**config.mk**
```make
export PLATFORM = sky130hd
export DESIGN_NAME = stats_collector
export DESIGN_NICKNAME = d
export VERILOG_FILES = /design/src/rtl/stats_collector.sv
export SDC_FILE = /design/constraint.sdc
export NUM_CORES = 2
export LEC_CHECK = 0
export ABC_CLOCK_PERIOD_IN_PS = 5000
export CORE_ASPECT_RATIO = 0.75
export CORE_MARGIN = 2
export CORE_UTILIZATION = 50
export DETAILED_ROUTE_END_ITERATION = 10
export PLACE_DENSITY = 0.73
export SYNTH_ARGS = -nofsm -noshare
export SYNTH_HDL_FRONTEND = slang
export SYNTH_SLANG_ARGS = --single-unit
```
**constraint.sdc**
```tcl
create_clock -name Clk -period 5 [get_ports Clk]
set_input_delay 0.5 -clock Clk [delete_from_list [all_inputs] [get_ports Clk]]
set_output_delay 0.5 -clock Clk [all_outputs]
set_load 0.05 [all_outputs]
```
**src/rtl/stats_collector.sv**
```systemverilog
// Stats stream sink: decodes {addr,val} flits into a staging window and commits
// each packet atomically into the host-readable active register file.
module stats_collector #(
  parameter int          DATA_W    = 512,
  parameter logic [31:0] BASE_ADDR = 32'h0000_0000,
  parameter int          NUM_REGS  = 16,
  parameter int          AW        = $clog2(NUM_REGS)
) (
  input  logic                        Clk,
  input  logic                        Rst_n,
  input  logic                        in_valid,
  input  logic                        in_sop,
  input  logic                        in_eop,
  input  logic [DATA_W-1:0]           in_data,
  input  logic [$clog2(DATA_W/8)-1:0] in_empty,
  output logic                        in_ready,
  output logic                        in_almost_full,
  input  logic                        rd_en,
  input  logic [AW-1:0]               rd_addr,
  output logic                        rd_valid,
  output logic [31:0]                 rd_data,
  output logic [31:0]                 pkt_cnt,
  output logic [31:0]                 err_cnt,
  output logic [31:0]                 oor_cnt
);

  typedef enum logic [1:0] {IDLE, COLLECT, DROP} state_t;

  state_t                 state, state_n;
  logic [31:0]            staging [NUM_REGS];
  logic [31:0]            active  [NUM_REGS];
  logic [NUM_REGS-1:0]    dirty;

  logic                   acc, new_pkt, wr, commit, err, clr;
  logic [31:0]            addr, val, idx32;
  logic                   in_range, wr_en, oor;
  logic [AW-1:0]          idx;
  logic                   unused_bits;

  assign in_almost_full = 1'b0;
  assign unused_bits    = ^{in_empty, in_data[DATA_W-1:64]};

  assign acc      = in_valid & in_ready;
  assign addr     = in_data[63:32];
  assign val      = in_data[31:0];
  assign idx32    = addr - BASE_ADDR;
  assign in_range = (addr >= BASE_ADDR) && (idx32 < 32'(NUM_REGS));
  assign idx      = idx32[AW-1:0];
  assign wr_en    = wr & in_range;
  assign oor      = wr & ~in_range;

  always_comb begin
    state_n = state;
    new_pkt = 1'b0;
    wr      = 1'b0;
    commit  = 1'b0;
    err     = 1'b0;
    clr     = 1'b0;
    if (acc) begin
      unique case (state)
        COLLECT: begin
          if (in_sop) begin
            // missing eop: drop the partial packet, restart on this flit
            err = 1'b1; clr = 1'b1; new_pkt = 1'b1;
          end else begin
            wr = 1'b1;
            if (in_eop) begin commit = 1'b1; state_n = IDLE; end
          end
        end
        DROP: begin
          if (in_sop)      new_pkt = 1'b1;
          else if (in_eop) state_n = IDLE;
        end
        default: begin
          if (in_sop) new_pkt = 1'b1;
          else begin
            err     = 1'b1;
            state_n = in_eop ? IDLE : DROP;
          end
        end
      endcase
      if (new_pkt) begin
        wr      = 1'b1;
        commit  = in_eop;
        state_n = in_eop ? IDLE : COLLECT;
      end
    end
  end

  always_ff @(posedge Clk) begin
    if (!Rst_n) begin
      state    <= IDLE;
      in_ready <= 1'b0;
      dirty    <= '0;
      pkt_cnt  <= '0;
      err_cnt  <= '0;
      oor_cnt  <= '0;
      rd_valid <= 1'b0;
      rd_data  <= '0;
      for (int i = 0; i < NUM_REGS; i++) begin
        staging[i] <= '0;
        active[i]  <= '0;
      end
    end else begin
      state    <= state_n;
      in_ready <= 1'b1;
      pkt_cnt  <= pkt_cnt + 32'(commit);
      err_cnt  <= err_cnt + 32'(err);
      oor_cnt  <= oor_cnt + 32'(oor);
      rd_valid <= rd_en;
      // active is read before this edge's commit lands, giving pre-commit data
      if (rd_en) rd_data <= active[rd_addr];
      for (int i = 0; i < NUM_REGS; i++) begin
        logic hit;
        hit = wr_en && (idx == AW'(i));
        if (hit) staging[i] <= val;
        if (commit)   dirty[i] <= 1'b0;
        else if (clr) dirty[i] <= hit;
        else if (hit) dirty[i] <= 1'b1;
        // the eop flit's own value is forwarded since staging updates this edge
        if (commit && (hit || (dirty[i] && !clr)))
          active[i] <= hit ? val : staging[i];
      end
    end
  end

endmodule

```
# After elaboration in Yosys (flattened, before gate mapping)
# Memory sizes are Yosys's and may differ from the RTL's. A register that Yosys moved wholly into a read port is not among the register bits.
# Cells that the tools add are included.
# classes
addsub	3
multipliers	0
div	0
magnitude_cmp	2
n_eq_ne	19
shift	0
n_mux	200
bitwise_logic	37
reduce_logical	87
# op_table
op	n
$mux W32	48
$mux W1	145
$add A32 B1 Y32	3
$logic_and A1 B1 Y1	49
$eq A4 B4 Y1 const B	8
$ge A32 B1 Y1 const B	1
$lt A32 B5 Y1 const B	1
$or A1 B1 Y1	32
$reduce_bool A2 Y1	16
$eq A4 B3 Y1 const B	4
$logic_or A1 B1 Y1	16
$mux W2	6
$eq A4 B2 Y1 const B	2
$eq A4 B1 Y1 const B	1
$logic_not A4 Y1	1
$reduce_or A2 Y1	2
$and A1 B1 Y1	3
$ne A3 B1 Y1 const B	1
$reduce_and A3 Y1	1
$eq A2 B1 Y1 const B	1
$eq A2 B2 Y1 const B	1
$logic_not A1 Y1	2
$ne A2 B1 Y1 const B	1
$not A1 Y1	2
$pmux W1 S2	1
# totals
register_bits	116
latch_bits	0
mem_bits_rw	1024
romBits	0
inputBits	528
out_inout_bits	131
elab_cells	372
mem_count	2
# memory_table
name	depth	word_bits	read_ports	rd_clocked_by_memory_dff	write_ports	line	rtl
active	16	32	1	1	16	31	logic [31:0] active [NUM_REGS];
staging	16	32	16	0	16	30	logic [31:0] staging [NUM_REGS];

# Logic depth before layout (Yosys ltp)
# depth
ltp_word	12
ltp_mapped	12
ltp_nobuf	11

# Least setup slack after synthesis
# No wires, ideal clock.
# synth_path
path_type	reg-to-reg
startpoint	reg in_ready
endpoint	mem active[2][0], enable pin
setup_time_ns	0.441
arrival_ns	3.641
t_required_ns	4.559
slack_ns	0.918
stages_incl_launch_ff	7
n_path_buf	2
synth_period_minus_slack_ns	4.082
path_cell_list	dfxtp_1 -> o211ai_1 -> and4b_1 -> buf_2 -> nand4_1 -> buf_1 -> a31oi_1
# synth_rtl
element	line	rtl
start: declaration	16	output logic in_ready,
start signal: assignment	93	in_ready <= 1'b0;
start signal: assignment	106	in_ready <= 1'b1;
end: declaration	31	

# Worst setup path in the final report
# layout_path
startpoint	reg state[1]
endpoint	reg oor_cnt[30]
# layout_between
elab_chain_len	6
# layout_lines
element	line	rtl
start: declaration	29	state_t state, state_n;
start signal: assignment	105	state <= state_n;
$eq A2 B1 Y1	60	unique case (state)
$mux W1	60	
$mux W1	82	if (new_pkt) begin
$mux W1	59	if (acc) begin
$and A1 B1 Y1	50	assign oor = wr & ~in_range;
$add A32 B1 Y32	109	oor_cnt <= oor_cnt + 32'(oor);
end signal: assignment	109	
end: declaration	24	output logic [31:0] oor_cnt
# Every way passes these cells.
# A chain may end at the register's enable or synchronous reset.

==> results.py <==
metrics = {
    "run_status": {
        "outcome": "finished clean",
    },
    "grt": {
        "grt_use_total_pct": 28.8,
        "grt_pass1_vias": 31927,
        "antenna_found_initial": 7,
        "grt_pass1_wl_microns": 216000,
        "grt_max_degree": 128,
        "grt-ovfl-total": 0,
    },
    "route": {
        "drt-met1-wl_microns": 60100,
        "dr.pass1.iters": 5,
        "drc": 0,
        "dr_total_vias": 33566,
        "highest_layer": "met5",
        "drt-vias-per-instance": 6.17,
        "postRouteAntennaNets": 0,
        "drt_iter0_drc": 4842,
        "wl_met2_microns": 65300,
        "routed_wl_microns": 151000,
        "wl_met3_microns": 20500,
        "wl_per_cell_microns": 27.8,
    },
    "yosys": {
        "postSynthAreaPerCell_sq_um": 13.1,
        "syn_nets": 4398,
        "synth.distinct_cells": 49,
        "netlist_instances": 3863,
        "synthFlopType": "edfxtp_1",
        "async_reset_ff_share_pct": 0,
        "syn_area_sq_um": 50800,
        "seq_area_frac_synth_pct": 66.4,
        "ys_seq_elements": 1172,
        "synth_edf_count": 1024,
        "yosys_warnings": 0,
    },
    "timing": {
        "maxSlewViolCount": 0,
        "rsz0062_at_grt": "false",
        "setup_violations": 0,
        "final-hold-violation-count": 0,
        "max_freq_mhz": 278,
        "clock_skew_ns": 0.0399,
        "finalCriticalPeriod_ns": 3.60,
        "worst_pin_slew_ns": 1.25,
        "worst_hold_slack_ns": 0.204,
        "period_share_pct": 71.9,
        "fin_setup_tns_ns": 0,
        "slew_headroom_pct": 16.5,
    },
    "setup_path": {
        "critPathKind": "flop to flop",
        "startpoint": "state[1]",
        "path_max_fanout": 17,
        "setup.worst_path.end_class": "flop",
        "crit_end": "oor_cnt[30]",
        "crit_arrival_ns": 4.24,
        "rrSetupSlack_ns": 1.40,
        "crit_required_ns": 5.64,
        "rr_endpoint": "oor_cnt[30]",
        "r2r-start": "state[1]",
        "start_kind": "flop",
        "r2r_cells": 10,
    },
    "pwr": {
        "power.total_mw": 20.6,
        "seqPwrFrac_pct": 54.4,
        "switching_share_pct": 23.4,
        "combPwrFrac_pct": 6.4,
        "ir_drop_v": 0.000295,
        "powerDensity_nw_per_um2": 354,
        "leakage_nw": 23.1,
        "clkPwrFrac_pct": 39.3,
        "power.internal_mw": 15.8,
        "p_sw_mw": 4.83,
    },
    "die": {
        "std_cell_rows": 101,
        "start_util_pct": 50.3,
        "core_sq_um": 101000,
        "die_area_sq_um": 104000,
        "fp.dieW_microns": 372,
        "die_h_microns": 280,
        "pin_count": 659,
    },
    "clock_network": {
        "cts_resized": 0,
        "max-clock-path-buffers": 3,
        "cts.hold.buffers_added": 0,
        "clock_latency_ns": 0.74,
        "cts_setup_buffers": 0,
        "clock-sinks": 1172,
        "root_buffer": "clkbuf_16",
        "cts_tree": "yes",
        "numCtsBuffers": 109,
        "htree_num_levels": 3,
        "clk_pin_slew_ns": 0.06,
    },
    "hold_path": {
        "min_path_type": "input port to flop",
        "worstHoldStart": "Rst_n",
    },
    "layout": {
        "drive_above_1_share_pct": 9.93,
        "fin_nets": 4538,
        "area_delta_synth_final_pct": 14.7,
    },
    "place": {
        "dp_hpwl_microns": 90200,
        "place_congestion": 0.868,
        "port_buffers": 203,
    },
    "flow_run": {
        "cap_violations": 0,
    },
}
-- metrics by stage --
step | utilization, % | setup slack [ns] | instances | area (sq um)
2_1_floorplan | - | 0.918 | 3863 | 50800
3_3_place_gp | 54.3 | 0.796 | 5231 | 54800
3_5_place_dp | 54.3 | 0.745 | 5231 | 54800
4_1_cts | 57.7 | 1.34 | 5437 | 58200
5_1_grt | 57.7 | 1.04 | 5437 | 58200
6_report | 57.7 | 1.40 | 5439 | 58200
-- worst max-delay path, stage by stage (launching register included) --
cell	delay (ns)
dfxtp_1	0.30
inv_1	0.07
ha_1	0.28
o211ai_1	0.16
a41oi_1	0.51
ha_1	0.30
ha_1	0.25
and2_1	0.24
nand4_1	0.52
or4_1	0.70
a21oi_1	0.17
-- power groups by stage --
stage | clock, mW | sequential, mW | combinational (mW)
2_1_floorplan | 0 | 11.5 | 0.622
4_1_cts | 8.13 | 11.2 | 1.29
3_3_place_gp | 0 | 11.4 | 1.26
5_1_grt | 8.49 | 11.2 | 1.37
6_report | 8.10 | 11.2 | 1.31
3_5_place_dp | 0 | 11.4 | 1.29
-- registers in the layout (all words and copies together), names as in the netlist --
register / flops
pkt_cnt: 32
state: 2
err_cnt: 32
staging: 512
active: 512
rd_data: 32
in_ready: 1
rd_valid: 1
dirty: 16
oor_cnt: 32
-- how the worst min path moves through the flow --
stage / end / cells after the start
floorplan: state[1] / 2
global route: in_ready / 1
CTS: in_ready / 1
finish: in_ready / 1
global placement: rd_data[9] / 2
detailed placement: rd_data[1] / 2
-- placed cells by master, fill, tap and decap left out, drive strengths merged, types with 41 or more instances in the layout --
cell type,Yosys,layout
nor2,371,371
edfxtp,1024,1024
mux2i,611,611
clkdlybuf4s50,0,200
a21oi,65,65
nand2,745,745
nand3,41,41
buf,114,116
clkbuf,173,147
mux4,64,64
dfxtp,148,148
inv,47,52
clkinv,0,45
nand4,42,42
-- synth_stat cells, drive strengths merged (29+ instances only) --
master,count,area share (%)
mux4,64,2.8
dfxtp,148,5.8
a22oi,32,0.47
o22ai,32,0.39
nor2b,34,0.42
nand2,745,5.6
inv,47,0.35
nand3,41,0.40
a21oi,65,0.64
edfxtp,1024,61
a211oi,31,0.46
or4,30,0.44
nor2,371,2.7
clkbuf,173,1.3
nand4,42,0.52
o41ai,34,0.59
buf,114,1.1
o31ai,29,0.43
mux2i,611,12
-- cells by family after synthesis --
logic type / synth area share [%]
AO/OA/AOI/OAI: 3.54
XOR/XNOR: 0.621
adder cells (fa/ha/maj): 0.172
buffers and inverters: 2.72
flip-flops: 66.4
multiplexers: 14.9
other: 0.00738
AND/OR/NAND/NOR: 11.6
-- area by class of cell --
type	instances	area (sq um)
multi-input combinational	2357	16100
inverter	47	179
timing repair buffer	316	3130
clock inverter	59	492
antenna	2	5.00
tap	1339	1680
clock buffer	147	2940
fill	7804	42700
sequential	1172	33700
-- metal layers --
layer	vias up	GRT usage [%]
met4	6	9.62
li1	14403	-
met5	-	0
met3	273	7.92
met1	16769	41.7
met2	2115	41.9
Power figures use the tool's default switching activity.
